[src/rtl/uart_pkg.sv]
// uart_pkg: shared UART FIFO status type and default sizes
package uart_pkg;
    localparam int UART_FIFO_DEPTH_DFLT = 16;
    localparam int UART_DATA_W_DFLT = 8;
    typedef struct packed {
        logic full;
        logic empty;
        logic almost_full;
        logic almost_empty;
        logic overflow;
        logic underflow;
    } uart_fifo_status_t;
endpackage

[src/rtl/uart_fifo_mem.sv]
// uart_fifo_mem: simple dual-port array, sync write, async (FWFT) or registered read
module uart_fifo_mem #(
    parameter int DATA_W = 8,
    parameter int DEPTH = 16,
    parameter int FWFT = 0,
    localparam int AW = $clog2(DEPTH)
) (
    input  logic              clk_i,
    input  logic              rstn_i,
    input  logic              we_i,
    input  logic [AW-1:0]     waddr_i,
    input  logic [DATA_W-1:0] wdata_i,
    input  logic              re_i,
    input  logic [AW-1:0]     raddr_i,
    output logic [DATA_W-1:0] rdata_o
);
    logic [DATA_W-1:0] mem_q [DEPTH];
    logic [DATA_W-1:0] rdata_q, rdata_d;
    always_ff @(posedge clk_i) begin
        if (we_i) mem_q[waddr_i] <= wdata_i;
    end
    always_comb rdata_d = re_i ? mem_q[raddr_i] : rdata_q;
    always_ff @(posedge clk_i or negedge rstn_i) begin
        if (!rstn_i) rdata_q <= '0;
        else rdata_q <= rdata_d;
    end
    assign rdata_o = (FWFT != 0) ? mem_q[raddr_i] : rdata_q;
endmodule

[src/rtl/uart_sync_fifo.sv]
// uart_sync_fifo: single-clock UART FIFO with FWFT option, thresholds, flush and sticky errors
module uart_sync_fifo
    import uart_pkg::*;
#(
    parameter int DATA_W = UART_DATA_W_DFLT,
    parameter int DEPTH = UART_FIFO_DEPTH_DFLT,
    parameter int FWFT = 0,
    parameter int AF_THRESH = DEPTH - 2,
    parameter int AE_THRESH = 2,
    localparam int PW = $clog2(DEPTH),
    localparam int LW = PW + 1
) (
    input  logic              clk_i,
    input  logic              rstn_i,
    input  logic              flush_i,
    input  logic              wr_en_i,
    input  logic [DATA_W-1:0] wr_data_i,
    input  logic              rd_en_i,
    output logic [DATA_W-1:0] rd_data_o,
    output logic              rd_valid_o,
    output logic              full_o,
    output logic              empty_o,
    output logic              almost_full_o,
    output logic              almost_empty_o,
    output logic [LW-1:0]     level_o,
    input  logic              err_clr_i,
    output logic              overflow_o,
    output logic              underflow_o
);
    localparam logic [LW-1:0] AF_L = LW'(AF_THRESH);
    localparam logic [LW-1:0] AE_L = LW'(AE_THRESH);
    localparam logic [LW-1:0] FULL_L = LW'(DEPTH);
    localparam uart_fifo_status_t ST_RST = '{full: 1'b0, empty: 1'b1, almost_full: AF_THRESH == 0,
                                             almost_empty: 1'b1, overflow: 1'b0, underflow: 1'b0};

    if ((DEPTH & (DEPTH - 1)) != 0 || DEPTH < 2 || AF_THRESH > DEPTH || AE_THRESH > DEPTH) begin : g_param_err
        $error("uart_sync_fifo: DEPTH must be a power of two >= 2 and thresholds <= DEPTH");
    end

    logic [PW-1:0] wr_ptr_q, wr_ptr_d, rd_ptr_q, rd_ptr_d;
    logic [LW-1:0] level_q, level_d;
    logic rd_valid_q, rd_valid_d;
    uart_fifo_status_t st_q, st_d;
    logic wr_acc, rd_acc, wr_go, rd_go;
    logic [DATA_W-1:0] mem_rdata;

    // flush masks both the pointer moves and the error events of its cycle
    always_comb begin
        rd_acc = rd_en_i & !st_q.empty;
        wr_acc = wr_en_i & (!st_q.full | rd_acc);
        wr_go = wr_acc & !flush_i;
        rd_go = rd_acc & !flush_i;
        wr_ptr_d = flush_i ? '0 : wr_ptr_q + PW'(wr_go);
        rd_ptr_d = flush_i ? '0 : rd_ptr_q + PW'(rd_go);
        level_d = flush_i ? '0 : level_q + LW'(wr_go) - LW'(rd_go);
        rd_valid_d = rd_go;
        st_d.full = level_d == FULL_L;
        st_d.empty = level_d == '0;
        st_d.almost_full = level_d >= AF_L;
        st_d.almost_empty = level_d <= AE_L;
        st_d.overflow = (wr_en_i & !wr_acc & !flush_i) | (st_q.overflow & !err_clr_i);
        st_d.underflow = (rd_en_i & !rd_acc & !flush_i) | (st_q.underflow & !err_clr_i);
    end

    always_ff @(posedge clk_i or negedge rstn_i) begin
        if (!rstn_i) begin
            wr_ptr_q <= '0;
            rd_ptr_q <= '0;
            level_q <= '0;
            rd_valid_q <= 1'b0;
            st_q <= ST_RST;
        end else begin
            wr_ptr_q <= wr_ptr_d;
            rd_ptr_q <= rd_ptr_d;
            level_q <= level_d;
            rd_valid_q <= rd_valid_d;
            st_q <= st_d;
        end
    end

    uart_fifo_mem #(.DATA_W(DATA_W), .DEPTH(DEPTH), .FWFT(FWFT)) u_mem (
        .clk_i   (clk_i),
        .rstn_i  (rstn_i),
        .we_i    (wr_go),
        .waddr_i (wr_ptr_q),
        .wdata_i (wr_data_i),
        .re_i    (rd_go),
        .raddr_i (rd_ptr_q),
        .rdata_o (mem_rdata)
    );

    // FWFT output is forced to zero while empty so it never shows stale or unwritten words
    assign rd_data_o = (FWFT != 0 && st_q.empty) ? '0 : mem_rdata;
    assign rd_valid_o = (FWFT != 0) ? !st_q.empty : rd_valid_q;
    assign full_o = st_q.full;
    assign empty_o = st_q.empty;
    assign almost_full_o = st_q.almost_full;
    assign almost_empty_o = st_q.almost_empty;
    assign level_o = level_q;
    assign overflow_o = st_q.overflow;
    assign underflow_o = st_q.underflow;
endmodule

[config.mk]
export PLATFORM = sky130hd
export DESIGN_NAME = uart_sync_fifo
export DESIGN_NICKNAME = d
export VERILOG_FILES = /design/src/rtl/uart_pkg.sv /design/src/rtl/uart_fifo_mem.sv /design/src/rtl/uart_sync_fifo.sv
export SDC_FILE = /design/constraint.sdc
export NUM_CORES = 1
export LEC_CHECK = 0
export ABC_AREA = 1
export CAP_MARGIN = 20
export CORE_ASPECT_RATIO = 0.7
export CORE_MARGIN = 10
export CORE_UTILIZATION = 45
export CTS_BUF_LIST = sky130_fd_sc_hd__clkbuf_8
export DETAILED_ROUTE_END_ITERATION = 10
export PLACE_DENSITY_LB_ADDON = 0.3
export RECOVER_POWER = 50
export SYNTH_ARGS = -nofsm -noshare
export SYNTH_HDL_FRONTEND = slang
export SYNTH_SLANG_ARGS = --single-unit
[constraint.sdc]
create_clock -name clk_i -period 3.05 [get_ports clk_i]
set_input_delay 0.61 -clock clk_i [delete_from_list [all_inputs] [get_ports clk_i]]
set_output_delay 0.61 -clock clk_i [all_outputs]
set_load 0.05 [all_outputs]
==> results of run 1 <==
## per-layer routing
metal  share of wire  track usage
met2            0.47        0.248
met5               0            0
met4           0.010       0.0557
met3           0.080       0.0339
met1            0.44        0.223
## flip-flops by register name (all words and copies together) (netlist names)
signal,count
almost_empty_o,1
almost_full_o,1
empty_o,1
full_o,1
level_o,5
overflow_o,1
rd_ptr_q,4
rd_valid_o,1
u_mem.mem_q,128
u_mem.rdata_o,8
underflow_o,1
wr_ptr_q,4
## worst max-delay path by stage
stage,startpoint,end,slack [ns]
2_1_floorplan,empty_o,almost_full_o,0.39
3_3_place_gp,rd_en_i,empty_o,0.06
3_5_place_dp,rd_en_i,full_o,-0.03
4_1_cts,empty_o,full_o,0.39
5_1_grt,flush_i,almost_empty_o,0.04
6_report,flush_i,full_o,0.19
## critical path: stages
cell	delay [ns]
dlygate4sd3_1	0.57
clkbuf_4	0.15
nor3_1	0.25
ha_1	0.28
inv_1	0.06
ha_1	0.17
inv_1	0.06
fa_1	0.40
inv_1	0.07
nor2_1	0.05
nor3_2	0.24
inv_1	0.10
nand3_1	0.12
nor2_1	0.06
## cells by family after synthesis
group,count (synthesis),share of synthesized area
AO/OA/AOI/OAI,25,0.0204
XOR/XNOR,2,0.00267
buffers and inverters,56,0.0466
AND/OR/NAND/NOR,339,0.216
adder cells (fa/ha/maj),10,0.0202
flip-flops,156,0.694
## cells in the final DEF (no fill, tap or decap), types with 2 or more instances in the layout
master / synthesis / routed
dlygate4sd3_1: 0 / 10
ha_1: 9 / 9
clkbuf_8: 1 / 18
bufinv_16: 0 / 3
nor2_1: 42 / 43
clkdlybuf4s50_1: 0 / 23
a21oi_1: 18 / 18
o21ai_0: 4 / 4
nor3_1: 2 / 3
dfstp_2: 2 / 2
nand2_1: 205 / 205
clkinv_2: 0 / 4
nand3_1: 84 / 84
inv_1: 30 / 32
buf_4: 3 / 22
clkbuf_1: 0 / 4
inv_2: 3 / 3
dfrtp_1: 26 / 25
edfxtp_1: 128 / 128
clkinvlp_4: 0 / 2
## cells in the mapped netlist, drive strengths merged
master	count	area [um2]
nand2	206	776
edfxtp	128	3840
nand3	84	420
nor2	44	175
inv	33	124
dfrtp	26	651
buf	22	168
a21oi	18	90.1
ha	9	113
nor3	4	36.3
o21ai	4	20.0
dfstp	2	52.6
a21boi	1	7.51
clkbuf	1	13.8
fa	1	20.0
nand4	1	6.26
o21bai	1	7.51
o32ai	1	8.76
xnor2	1	8.76
xor2	1	8.76
## final cells by class
type | count | share of cell area
sequential | 156 | 0.605
clock buffer | 18 | 0.0330
timing repair buffer | 60 | 0.0689
inverter | 33 | 0.0165
tap | 190 | 0.0316
clock inverter | 14 | 0.0205
multi-input combinational | 376 | 0.224
## report_power, final
group / total (mW) / internal [mW] / switching (mW)
Combinational: 1.31 / 0.398 / 0.913
Clock: 1.58 / 0.819 / 0.759
Sequential: 2.51 / 2.44 / 0.0734
Total: 5.40 / 3.66 / 1.75
## through the flow
| step | cell area, um2 | hold WS (ns) | setup TNS, ns | setup WS, ns |
|---|---|---|---|---|
| floorplan | 6550 | 0.314 | 0 | 0.391 |
| global placement | 7140 | 0.468 | 0 | 0.0624 |
| detailed placement | 7140 | 0.477 | -0.0890 | -0.0345 |
| CTS | 7540 | 0.497 | 0 | 0.390 |
| global route | 7510 | 0.530 | 0 | 0.0443 |
| finish | 7510 | 0.491 | 0 | 0.190 |
==> results_dict.tcl, run 1 <==
set metrics [dict create \
    hold_path_end "u_mem.rdata_o[6]" \
    numCtsBuffers 17 \
    worstHoldStart "u_mem.rdata_o[6]" \
    cts-hold-fix-buffers 0 \
    hpwlAfterDp_um 10100 \
    syn_to_final_growth_pct 14.7 \
    die_x_um 164 \
    tightest_slew_ns 0.866 \
    crit_path_max_fanout 3 \
    post_cts_buffers 0 \
    leakagePower_nw 2.94 \
    clkSinkCount 156 \
    cp-start-kind "input pin" \
    rr_startpoint "empty_o" \
    design.core.area_mm2 0.0141 \
    rsz0062_at_grt "no" \
    cts_buffer_depth 2 \
    drive_gt1_frac 0.0928 \
    p_per_area_mw_per_mm2 719 \
    fillerInstances 1219 \
    clk_latency_ns 0.45 \
    seq_area_mm2 0.00455 \
    utilization 0.533 \
    post_cts_resized 0 \
    reg2regPathDepth 15 \
    first_global_vias 4433 \
    crit_arrival_ns 3.20 \
    fin_nets 668 \
    clk_pin_slew_worst_paths_ns 0.08 \
    via_count 4453 \
    num_rows 36 \
    instances_no_fill 847 \
    ys_types 30 \
    period_share 0.938 \
    critPathRequiredTime_ns 3.39 \
    cap_viol_max_count 0 \
    whs_path_depth 2 \
    drt_pass1_iterations 6 \
    grt_max_degree 66 \
    grt_use_total 0.162 \
    io_buffers 33 \
    timing.final.max_slew_violations 0 \
    ys_seq_elements 156 \
    irDropWorstVdd_mv 0.340 \
    cts_tree "built" \
    r2r_setup_slack_ns 0.41 \
    routed_wl_um 15500 \
    critPathKind "in -> reg" \
    status "finished clean" \
    viasPerCell 5.26 \
    fp.dieH_um 121 \
    slew_headroom 0.421 \
    synth_seq_area_share 0.694 \
    skew_ns 0.0150 \
    start_util 0.465 \
    synth_area_per_cell_um2 11.1 \
    hold_path.class "reg -> reg" \
    finalCriticalPeriod_ns 2.86 \
    hold_violations 0 \
    place_inst 815 \
    synth.cell_area_mm2 0.00655 \
    clock.fmax_ghz 0.350 \
    endpoint_kind "flip-flop" \
    drc_errors 0 \
    grt_pass1_wl_um 24500 \
    setup_viol 0 \
    n_antenna_cell 0 \
    syn_nets 612 \
    io_pins 34 \
    wl_per_cell_um 18.3 \
    antenna_found_initial 0 \
    overflow 0 \
    synth_cells 588 \
    clock_tree.root_cell "clkbuf_8" \
    ys_warn_count 0 \
    finalPower_mw 5.40 \
    drtAntennaViolNets 0 \
    reg2reg_to "full_o" \
    gp_congestion 0.859 \
    drt_iter0_markers 446 \
    dieArea_mm2 0.0199 \
    multi_input_area_mm2 0.00168 \
    h-tree-depth 4 \
]
Note: power is estimated with default switching activity, not from simulation.
==> inputs of run 2 (changes only) <==
Settings changed: CORE_ASPECT_RATIO 0.7 to 2.
==> run 2 against run 1 <==
Net effect: the flow now finishes with violations (capacitance limit, slew limit); first-iteration DRC count shrank 26%; clock power shrank 8%; largest power group unchanged; routed wire length shrank 2.5%; maximum frequency grew 8.0%; cell count grew 0.47%; sequential power is essentially flat; count of clock-buffer cells in the layout shrank 1; register-to-register slack is essentially flat; highest routed layer unchanged.
==> results_dict.tcl, run 2 (synthesized netlist as in run 1, its figures left out) <==
set metrics [dict create \
    num_rows 62 \
    critPathRequiredTime_ns 3.42 \
    hpwlAfterDp_um 10500 \
    finalPower_mw 5.28 \
    setup_viol 0 \
    io_buffers 33 \
    post_cts_resized 0 \
    fin_nets 670 \
    power_frac_comb 0.248 \
    syn_to_final_growth_pct 14.7 \
    drt_iter0_markers 328 \
    fillerInstances 1253 \
    cts_buffer_depth 2 \
    final_common_cell "nand2_1" \
    start_util 0.456 \
    wl_per_cell_um 17.8 \
    clk_latency_ns 0.45 \
    dieArea_mm2 0.0201 \
    die_x_um 105 \
    viasPerCell 5.20 \
    clk_pin_slew_worst_paths_ns 0.08 \
    slew_headroom -0.139 \
    post_cts_buffers 0 \
    fp.dieH_um 191 \
    pre_cts_slack_ns -0.0627 \
    routed_wl_um 15100 \
    clock.fmax_ghz 0.378 \
    overflow 0 \
    skew_ns 0.0220 \
    p_per_area_mw_per_mm2 703 \
    gp_congestion 0.814 \
    cts_tree "built" \
    largest_reg_flops 128 \
    setup_ws_ns 0.401 \
    period_share 0.868 \
    antenna_found_initial 0 \
    drc_errors 0 \
    numCtsBuffers 17 \
    hold_violations 0 \
    critPathKind "reg -> reg" \
    crit_arrival_ns 3.02 \
    status "finished with violations" \
    hold_path.class "reg -> reg" \
    finalCriticalPeriod_ns 2.65 \
    cp-start-kind "flip-flop" \
    internal-power_mw 3.55 \
    h-tree-depth 4 \
    rsz0062_at_grt "no" \
    io_pins 34 \
    design.core.area_mm2 0.0144 \
    first_global_vias 4632 \
    p_switching_mw 1.73 \
    clock_tree.root_cell "clkbuf_8" \
    drtAntennaViolNets 0 \
    regMostFlops "u_mem.mem_q" \
    violations "capacitance limit, slew limit" \
    seqPwrFrac 0.477 \
    layout_common_cells "nand2_1 (205), edfxtp_1 (128), nand3_1 (84)" \
    via_count 4424 \
    clkSinkCount 156 \
    switching_share 0.328 \
    grt_use_total 0.156 \
    n_antenna_cell 0 \
    irDropWorstVdd_mv 0.586 \
    leakagePower_nw 2.94 \
    fin_tns_setup_ns 0 \
    grt_max_degree 66 \
    timing.final.max_slew_violations 29 \
    tightest_slew_ns 1.71 \
    drt_pass1_iterations 9 \
    cap_viol_max_count 1 \
    clkPwrFrac 0.276 \
    grt_pass1_wl_um 24100 \
    cts-hold-fix-buffers 0 \
    drive_gt1_frac 0.0956 \
    crit_path_max_fanout 3 \
    endpoint_kind "flip-flop" \
]
-- run 2: changes by cell type in the layout (fill, tap and decap cells not counted), sizes merged --
cell,before,now
inv,36,37
clkdlybuf4s50,23,24
buf,22,25
bufinv,3,2
clkbuf,23,21
clkinvlp,2,3
dlygate4sd3,10,9
-- run 2: worst max-delay path: stages (launching register included) --
cell	delay (ns)
dfstp_1	0.55
inv_1	0.07
a21boi_0	0.28
nor2_2	0.07
inv_1	0.07
ha_1	0.22
inv_1	0.06
ha_1	0.15
inv_1	0.05
fa_1	0.41
nor3_1	0.21
nor2_1	0.08
nand2_1	0.08
nand2_1	0.05
nor2_1	0.16
nor2_1	0.07
-- run 2: power groups by stage --
stage                     Sequential, mW  Clock (mW)  Combinational [mW]
after detailed placement            2.57           0                1.33
after floorplan                     2.91           0               0.550
after CTS                           2.53        1.49                1.33
final                               2.52        1.46                1.31
after global routing                2.53        1.57                1.44
after global placement              2.57           0                1.29
-- run 2: worst paths after layout --
check / from / endpoint / slack [ns] / depth (start not counted)
hold reg to reg: u_mem.rdata_o[4] / u_mem.rdata_o[4] / 0.48 / 2
hold / removal: u_mem.rdata_o[4] / u_mem.rdata_o[4] / 0.48 / 2
min in group asynchronous: rstn_i / u_mem.rdata_o[7] / 1.14 / 2
setup / recovery: empty_o / almost_empty_o / 0.40 / 15
max in group asynchronous: rstn_i / rd_ptr_q[0] / 0.80 / 2
setup reg to reg: empty_o / almost_empty_o / 0.40 / 15
-- run 2: layout make-up --
type                    instances  area (um2)  area share
flip-flops and latches        156        4550       0.605
repair buffers                 62         546      0.0726
well taps                     192         240      0.0320
inverters                      33         124      0.0165
multi-input cells             376        1690       0.224
clock inverters                15         136      0.0181
clock buffers                  17         234      0.0311
-- run 2: per-layer routing --
metal / track usage / routed length, um / share of wire / vias up
met4: 0.0780 / 545 / 0.036 / 0
met2: 0.296 / 8470 / 0.56 / 132
met5: 0 / 0 / 0 / -
li1: - / - / - / 2104
met1: 0.151 / 5410 / 0.36 / 2160
met3: 0.0349 / 723 / 0.048 / 28
-- run 2: per-stage QoR --
step	cell area [um2]	utilization	instances	hold WS (ns)
after CTS	7540	0.525	851	0.486
after global routing	7510	0.524	851	0.513
final	7510	0.524	851	0.482
after detailed placement	7170	0.500	819	0.466
after floorplan	6550	-	588	0.314
after global placement	7170	0.500	819	0.469
